$ cat config.mk
export PLATFORM = sky130hd
export DESIGN_NAME = usb_attach_ctrl
export DESIGN_NICKNAME = d
export VERILOG_FILES = /design/src/rtl/usb_attach_ctrl.sv
export SDC_FILE = /design/constraint.sdc
export NUM_CORES = 1
export LEC_CHECK = 0
export CAP_MARGIN = 10
export CORE_MARGIN = 3
export CORE_UTILIZATION = 60
export DETAILED_ROUTE_END_ITERATION = 16
export PLACE_DENSITY_LB_ADDON = 0.1
export SLEW_MARGIN = 30
export SYNTH_ARGS = -nofsm -noshare
export SYNTH_HDL_FRONTEND = slang
export SYNTH_SLANG_ARGS = --single-unit
$ cat constraint.sdc
create_clock -name clk_i -period 2.8 [get_ports clk_i]
set_input_delay 0.56 -clock clk_i [delete_from_list [all_inputs] [get_ports clk_i]]
set_output_delay 0.56 -clock clk_i [all_outputs]
set_load 0.005 [all_outputs]
$ cat src/rtl/usb_attach_ctrl.sv
// usb_attach_ctrl: delayed D+ pull-up attach, soft detach, suspend tracking and RGB status PWM
module usb_attach_ctrl #(
  parameter int TICK_DIV = 48,
  parameter int ATTACH_TICKS = 62500,
  parameter int ACTIVITY_TICKS = 3000,
  parameter int SYNC_STAGES = 2,
  parameter int LED_CHANNELS = 3,
  parameter int PWM_BITS = 8,
  parameter logic [LED_CHANNELS*PWM_BITS-1:0] COLOR_DETACHED = {8'h00, 8'h00, 8'h40},
  parameter logic [LED_CHANNELS*PWM_BITS-1:0] COLOR_ATTACHED = {8'h00, 8'h40, 8'h00},
  parameter logic [LED_CHANNELS*PWM_BITS-1:0] COLOR_SUSPENDED = {8'h10, 8'h00, 8'h00},
  parameter logic [LED_CHANNELS*PWM_BITS-1:0] COLOR_ACTIVITY = {8'h00, 8'hFF, 8'h00}
) (
  input  logic                    clk_i,
  input  logic                    rst_i,
  input  logic                    detach_i,
  input  logic                    sleep_i,
  input  logic                    activity_i,
  output logic                    usb_dp_pu_o,
  output logic [1:0]              state_o,
  output logic [LED_CHANNELS-1:0] led_o
);
  localparam int TW = $clog2(TICK_DIV);
  localparam int AW = $clog2(ATTACH_TICKS + 1);
  localparam int CW = ACTIVITY_TICKS > 0 ? $clog2(ACTIVITY_TICKS + 1) : 1;
  typedef enum logic [1:0] {DETACHED = 2'd0, ATTACHED = 2'd1, SUSPENDED = 2'd2} state_t;
  state_t state_q, state_d;
  logic [TW-1:0] tick_cnt;
  logic tick;
  logic [SYNC_STAGES-1:0] sync_q;
  logic sleep_s;
  logic [AW-1:0] att_q, att_d;
  logic [CW-1:0] act_q, act_d;
  logic [PWM_BITS-1:0] pwm_cnt;
  logic [LED_CHANNELS*PWM_BITS-1:0] duty;
  logic [LED_CHANNELS-1:0] led_d;
  assign tick = tick_cnt == TW'(TICK_DIV - 1);
  assign sleep_s = sync_q[SYNC_STAGES-1];
  assign state_o = state_q;
  always_comb begin
    state_d = state_q;
    att_d = att_q;
    case (state_q)
      DETACHED:
        if (detach_i) att_d = '0;
        else if (tick) begin
          if (att_q == AW'(ATTACH_TICKS - 1)) state_d = ATTACHED;
          else att_d = att_q + 1'b1;
        end
      ATTACHED: begin
        state_d = detach_i ? DETACHED : sleep_s ? SUSPENDED : ATTACHED;
        att_d = detach_i ? '0 : att_q;
      end
      SUSPENDED: begin
        state_d = detach_i ? DETACHED : !sleep_s ? ATTACHED : SUSPENDED;
        att_d = detach_i ? '0 : att_q;
      end
      default: begin
        state_d = DETACHED;
        att_d = '0;
      end
    endcase
    act_d = (state_q != ATTACHED || state_d != ATTACHED) ? '0 :
            activity_i ? CW'(ACTIVITY_TICKS) :
            (tick && act_q != '0) ? act_q - 1'b1 : act_q;
    duty = (state_q == ATTACHED && act_q != '0) ? COLOR_ACTIVITY :
           state_q == ATTACHED ? COLOR_ATTACHED :
           state_q == SUSPENDED ? COLOR_SUSPENDED : COLOR_DETACHED;
  end
  for (genvar k = 0; k < LED_CHANNELS; k++) begin : g_pwm
    assign led_d[k] = pwm_cnt < duty[k*PWM_BITS +: PWM_BITS];
  end
  always_ff @(posedge clk_i) begin
    if (rst_i) begin
      tick_cnt <= '0;
      sync_q <= '0;
      state_q <= DETACHED;
      att_q <= '0;
      act_q <= '0;
      pwm_cnt <= '0;
      usb_dp_pu_o <= 1'b0;
      led_o <= '0;
    end else begin
      tick_cnt <= tick ? '0 : tick_cnt + 1'b1;
      sync_q <= {sync_q[SYNC_STAGES-2:0], sleep_i};
      state_q <= state_d;
      att_q <= att_d;
      act_q <= act_d;
      pwm_cnt <= pwm_cnt + 1'b1;
      usb_dp_pu_o <= state_d != DETACHED;
      led_o <= led_d;
    end
  end
endmodule

======== After elaboration in Yosys (flattened, before gate mapping) ========
Index checks and enable logic that the tools add are counted.
storage, ports and cells
  bits of input ports ..................... 5
  register bits after elaboration ......... 50
cells by class
  reductions and logical operators ........ 12
  add/subtract/negate cells ............... 4
  magnitude comparators ................... 3
  multiplexer cells ....................... 16
  equality and inequality tests ........... 9
operators with widths
  operator                                                                 number
  16-bit 2-to-1 mux                                                        4
  21-bit 2-to-1 mux                                                        3
  16-bit case mux with 2 select lines                                      1
  12-bit 2-to-1 mux                                                        2
  16-bit by 1-bit adder with 16-bit output, second input constant          1
  16-bit == test, second input constant                                    1
  8-bit less-than comparator                                               2
  12-bit nonzero test                                                      1
  12-bit by 1-bit subtractor with 12-bit output, second input constant     1
  2-bit 2-to-1 mux                                                         5
  8-bit by 1-bit adder with 8-bit output, second input constant            1
  8-bit by 5-bit less-than comparator with 1-bit output                    1
  6-bit by 1-bit adder with 6-bit output, second input constant            1
  6-bit == test, second input constant                                     1
  2-bit by 1-bit inequality test with 1-bit output, second input constant  3
  3-bit inequality test, second input constant                             2
  2-bit OR reduction                                                       3
  2-bit case mux with 2 select lines                                       1
  2-bit nonzero test                                                       2
  3-bit AND reduction                                                      1
  3-bit OR reduction                                                       1
  2-bit by 1-bit == test with 1-bit output, second input constant          1
  2-bit == test, second input constant                                     1
  1-bit logical AND                                                        2
  other kinds (2)                                                          2

======== Depth between registers and ports, before layout ========
  depth after elaboration ................. 8
  gate-level depth with buffers ........... 10
  depth with buffers taken out ............ 9

======== Worst setup path before layout ========
OpenSTA, ideal clock, no wires.
  kind .................................... register -> register
  start ................................... register act_q[6]
  end ..................................... register led_o[1]
  clock period less this slack ............ 2.341 ns
  data required time ...................... 2.740 ns
  arrival ................................. 2.281 ns
  stages on the path, launching flop included .. 10
  setup time .............................. 0.060 ns
  setup slack ............................. 0.459 ns
  path buffers ............................ 1
  cells stage by stage .................... dfxtp_1 nor4_1 nand4_1 clkbuf_1 nand2_1 ha_1 a21o_1 a21o_1 a211oi_1 and3_1
on the way
  cells in the longest elaborated chain, start to end .. 4
ends and longest elaborated chain
  what                        RTL line  text
  start: declaration          33        logic [CW-1:0] act_q, act_d;
  start signal: assignment    88        act_q <= act_d;
  12-bit nonzero test         66        duty = (state_q == ATTACHED && act_q != '0) ? COLOR_ACTIVITY :
  1-bit logical AND           66
  21-bit 2-to-1 mux           66
  8-bit less-than comparator  71        assign led_d[k] = pwm_cnt < duty[k*PWM_BITS +: PWM_BITS];
  end signal: assignment      91        led_o <= led_d;
  end: declaration            21        output logic [LED_CHANNELS-1:0] led_o
No other way between the ends.
A chain may end at the register's enable or synchronous reset.

======== Final worst setup path ========
  start ................................... register att_q[0]
  end ..................................... register act_q[1]
on the way
  cells in the longest elaborated chain, start to end .. 8
ends and longest elaborated chain
  what                                              RTL line  text
  start: declaration                                32        logic [AW-1:0] att_q, att_d;
  start signal: assignment                          87        att_q <= att_d;
  16-bit == test                                    47        if (att_q == AW'(ATTACH_TICKS - 1)) state_d = ATTACHED;
  2-bit 2-to-1 mux                                  47
  2-bit 2-to-1 mux                                  46        else if (tick) begin
  2-bit 2-to-1 mux                                  45        if (detach_i) att_d = '0;
  2-bit case mux with 2 select lines                43        case (state_q)
  2-bit by 1-bit inequality test with 1-bit output  63        act_d = (state_q != ATTACHED || state_d != ATTACHED) ? '0 :
  1-bit logical OR                                  63
  3-bit OR reduction (no line)                      n/a
No other way between the ends.

==> qor.csv <==
stage,metric,value,unit
setup_path,CP Data Required Time,3.01,ns
setup_path,Worst setup EP type,register,
sta,Worst-Margin Slew,0.651,ns
finish,n_diodes,0,
detailed_routing,initial drt markers,180,
yosys,Post-Syn Area,0.00253,mm2
yosys,"FFs w/ async S/R, synth",0,%
worst_hold_path,Hold WC Path Type,reg2reg,
grt,first-pass GRT wire length,8770,um
pwr,leakage power,1.01,nW
setup_path,Worst EP arrival,2.74,ns
cts,Num CTS Buffers,5,
setup_path,Critical Path Fanout Max,12,
placement,GP Congestion,0.819,
setup_path,crit-path cells,"ha_1, nor3b_1, nand4_2, or4_4, a311o_1, a2111oi_2",
sta,fin. max-slew vios,0,
pwr,VDD IR-drop max,0.359,mV
sta,fmax,0.395,GHz
placement,placed instance count,338,
sta,Final Hold Fails,0,
cts,CTS H-tree lvls,2,
placement,IO Port Bufs,10,
sta,Setup TNS,0,ns
sta,minimum clock period,2.53,ns
yosys,Post-Syn Instances,281,
die,Die Wd,70.9,um
setup_path,"Slowest-stage cell, CP",or4_4,
yosys,Synth Area per Inst,9.00,um2
detailed_routing,via count,2082,
sta,period utilisation layout,90.4,%
sta,RSZ-0062 raised after global routing,no,
grt,vias in the first global route,1956,
setup_path,Worst path max stage delay,0.57,ns
cts,clock slew at reported path FFs,0.08,ns
finish,layout cells sized above 1,7.74,%
cts,post-CTS setup buffers,0,
die,row cnt,22,
cts,post-cts resize count,0,
yosys,number of flops mapped to enable cells by yosys,0,
grt,initial antenna violation count,0,
grt,total congestion overflow,0,
yosys,sequential area share after synthesis,39.6,%
detailed_routing,remaining antenna violation count after routing,0,
sta,clk_skew,0.00764,ns
yosys,syn nets,302,
cts,clock sinks,50,
die,Die Ht,70.9,um
detailed_routing,drt wl/cell,14.3,um
sta,slew margin rel.,56.5,%
die,initial core utilization,65.6,%
finish,final net count,318,
detailed_routing,DRT Pass-1 Iters,4,
yosys,Synth cell types,50,
cts,clock buffer depth,2,
cts,TritonCTS clock tree,done,
die,I/O Pins,11,
cts,Worst-Skew Late Latency,0.31,ns
grt,largest net degree at the start of global routing,20,
cts,Clock Tree Root,clkbuf_8,
yosys,"Warnings, synthesis",0,
grt,total track usage,21.3,%
cts,hold buffers post-CTS,0,
sta,setup violators final,0,
finish,Layout area overhead,11.2,%
die,Die Area,0.00503,mm2
die,Core Region,0.00385,mm2
setup_path,Critical Path Start Type,register,
finish,"non-filler cells, final",345,
yosys,Main synth FF type,dfxtp_1,
worst_hold_path,Hold Path Cell Cnt,1,
detailed_routing,drt total wl,4940,um
yosys,flop and latch count out of synthesis,50,
status,status,"finished, final reports clean",
detailed_routing,DR vias/cell,6.03,
pwr,Power Density,466,mW/mm2
setup_path,worst setup path class,reg2reg,
placement,hpwl dp,3650,um
detailed_routing,final routed DRC violation total,0,
run,maxcap violations,0,
setup_path,r2r worst-path depth,6,
-- critical path, delay by kind of cell (launching register included) --
family                   cells  cell delay (ns)
AND/OR/NAND/NOR              3             1.06
adder cells (fa/ha/maj)      1             0.24
flip-flops                   1             0.40
AO/OA/AOI/OAI                2             0.72
-- cell usage after synthesis, drive strengths merged, types with 5 or more instances --
library cell,instances,area [um2]
nor3,14,85.1
o21ai,8,40.0
or3,7,43.8
dfxtp,50,1000
nor2,24,90.1
ha,16,200
nand3,18,90.1
clkbuf,5,18.8
inv,8,30.0
or4,7,56.3
and3,6,37.5
xnor2,6,52.6
a21oi,16,80.1
xor2,19,166
nand4,7,50.1
nand2,17,63.8
-- path summary, 6_finish.rpt --
| check | end | slack [ns] | start |
|---|---|---|---|
| setup reg to reg | act_q[1] | 0.27 | att_q[0] |
| setup / recovery | act_q[1] | 0.27 | att_q[0] |
| hold / removal | sync_q[1] | 0.46 | sync_q[0] |
| hold reg to reg | sync_q[1] | 0.46 | sync_q[0] |
-- placed cells by master (no fill, tap or decap), types with 8 or more instances in the layout --
master	n
dfxtp_1	50
nand2_1	17
nor2_1	24
a21oi_1	16
xor2_1	19
clkdlybuf4s50_1	10
nor3_1	11
inv_1	8
ha_1	16
nand3_1	18
-- layout make-up --
cell class                      count  area, um2
Multi-Input combinational cell    216       1460
Fill cell                         320       1040
Sequential cell                    50       1000
Timing Repair Buffer               16        145
Clock buffer                        6       82.6
Tap cell                           48       60.1
Clock inverter                      1       30.0
Inverter                            8       30.0
-- per-layer routing --
layer | routed length (um) | part of all wire, % | global-route usage, %
met3 | 120 | 2.4 | 3.84
met2 | 2370 | 48 | 34.8
met1 | 2340 | 47 | 27.8
met5 | 0 | 0 | 0
met4 | 113 | 2.3 | 8.56
-- flip-flops by register name (all words and copies together) (netlist names) --
| name | cells |
|---|---|
| tick_cnt | 6 |
| usb_dp_pu_o | 1 |
| act_q | 12 |
| sync_q | 2 |
| led_o | 3 |
| state_o | 2 |
| pwm_cnt | 8 |
| att_q | 16 |
-- power by group --
part / leakage (nW) / switching (mW) / internal, mW / total, mW
sequential: 0.405 / 0.00801 / 0.722 / 0.730
combinational: 0.551 / 0.0324 / 0.0296 / 0.0620
clock: 0.0573 / 0.231 / 0.286 / 0.517
-- cell families after synthesis --
group	Yosys count	share of synthesized area, %
XOR/XNOR	25	8.66
flip-flops	50	39.6
adder cells (fa/ha/maj)	16	7.92
buffers and inverters	15	2.57
AO/OA/AOI/OAI	46	11.9
AND/OR/NAND/NOR	129	29.3
-- metrics by stage --
step                power [mW]  cell area (um2)  setup WS (ns)  util (%)  hold WS, ns
floorplan                0.783             2530          0.459         -        0.414
global placement         0.807             2700          0.268      70.0        0.430
detailed placement       0.809             2700          0.242      70.0        0.436
CTS                       1.32             2810          0.266      73.0        0.459
global route              1.36             2810          0.113      73.0        0.494
finish                    1.31             2810          0.270      73.0        0.457
Power figures use the tool's default switching activity.
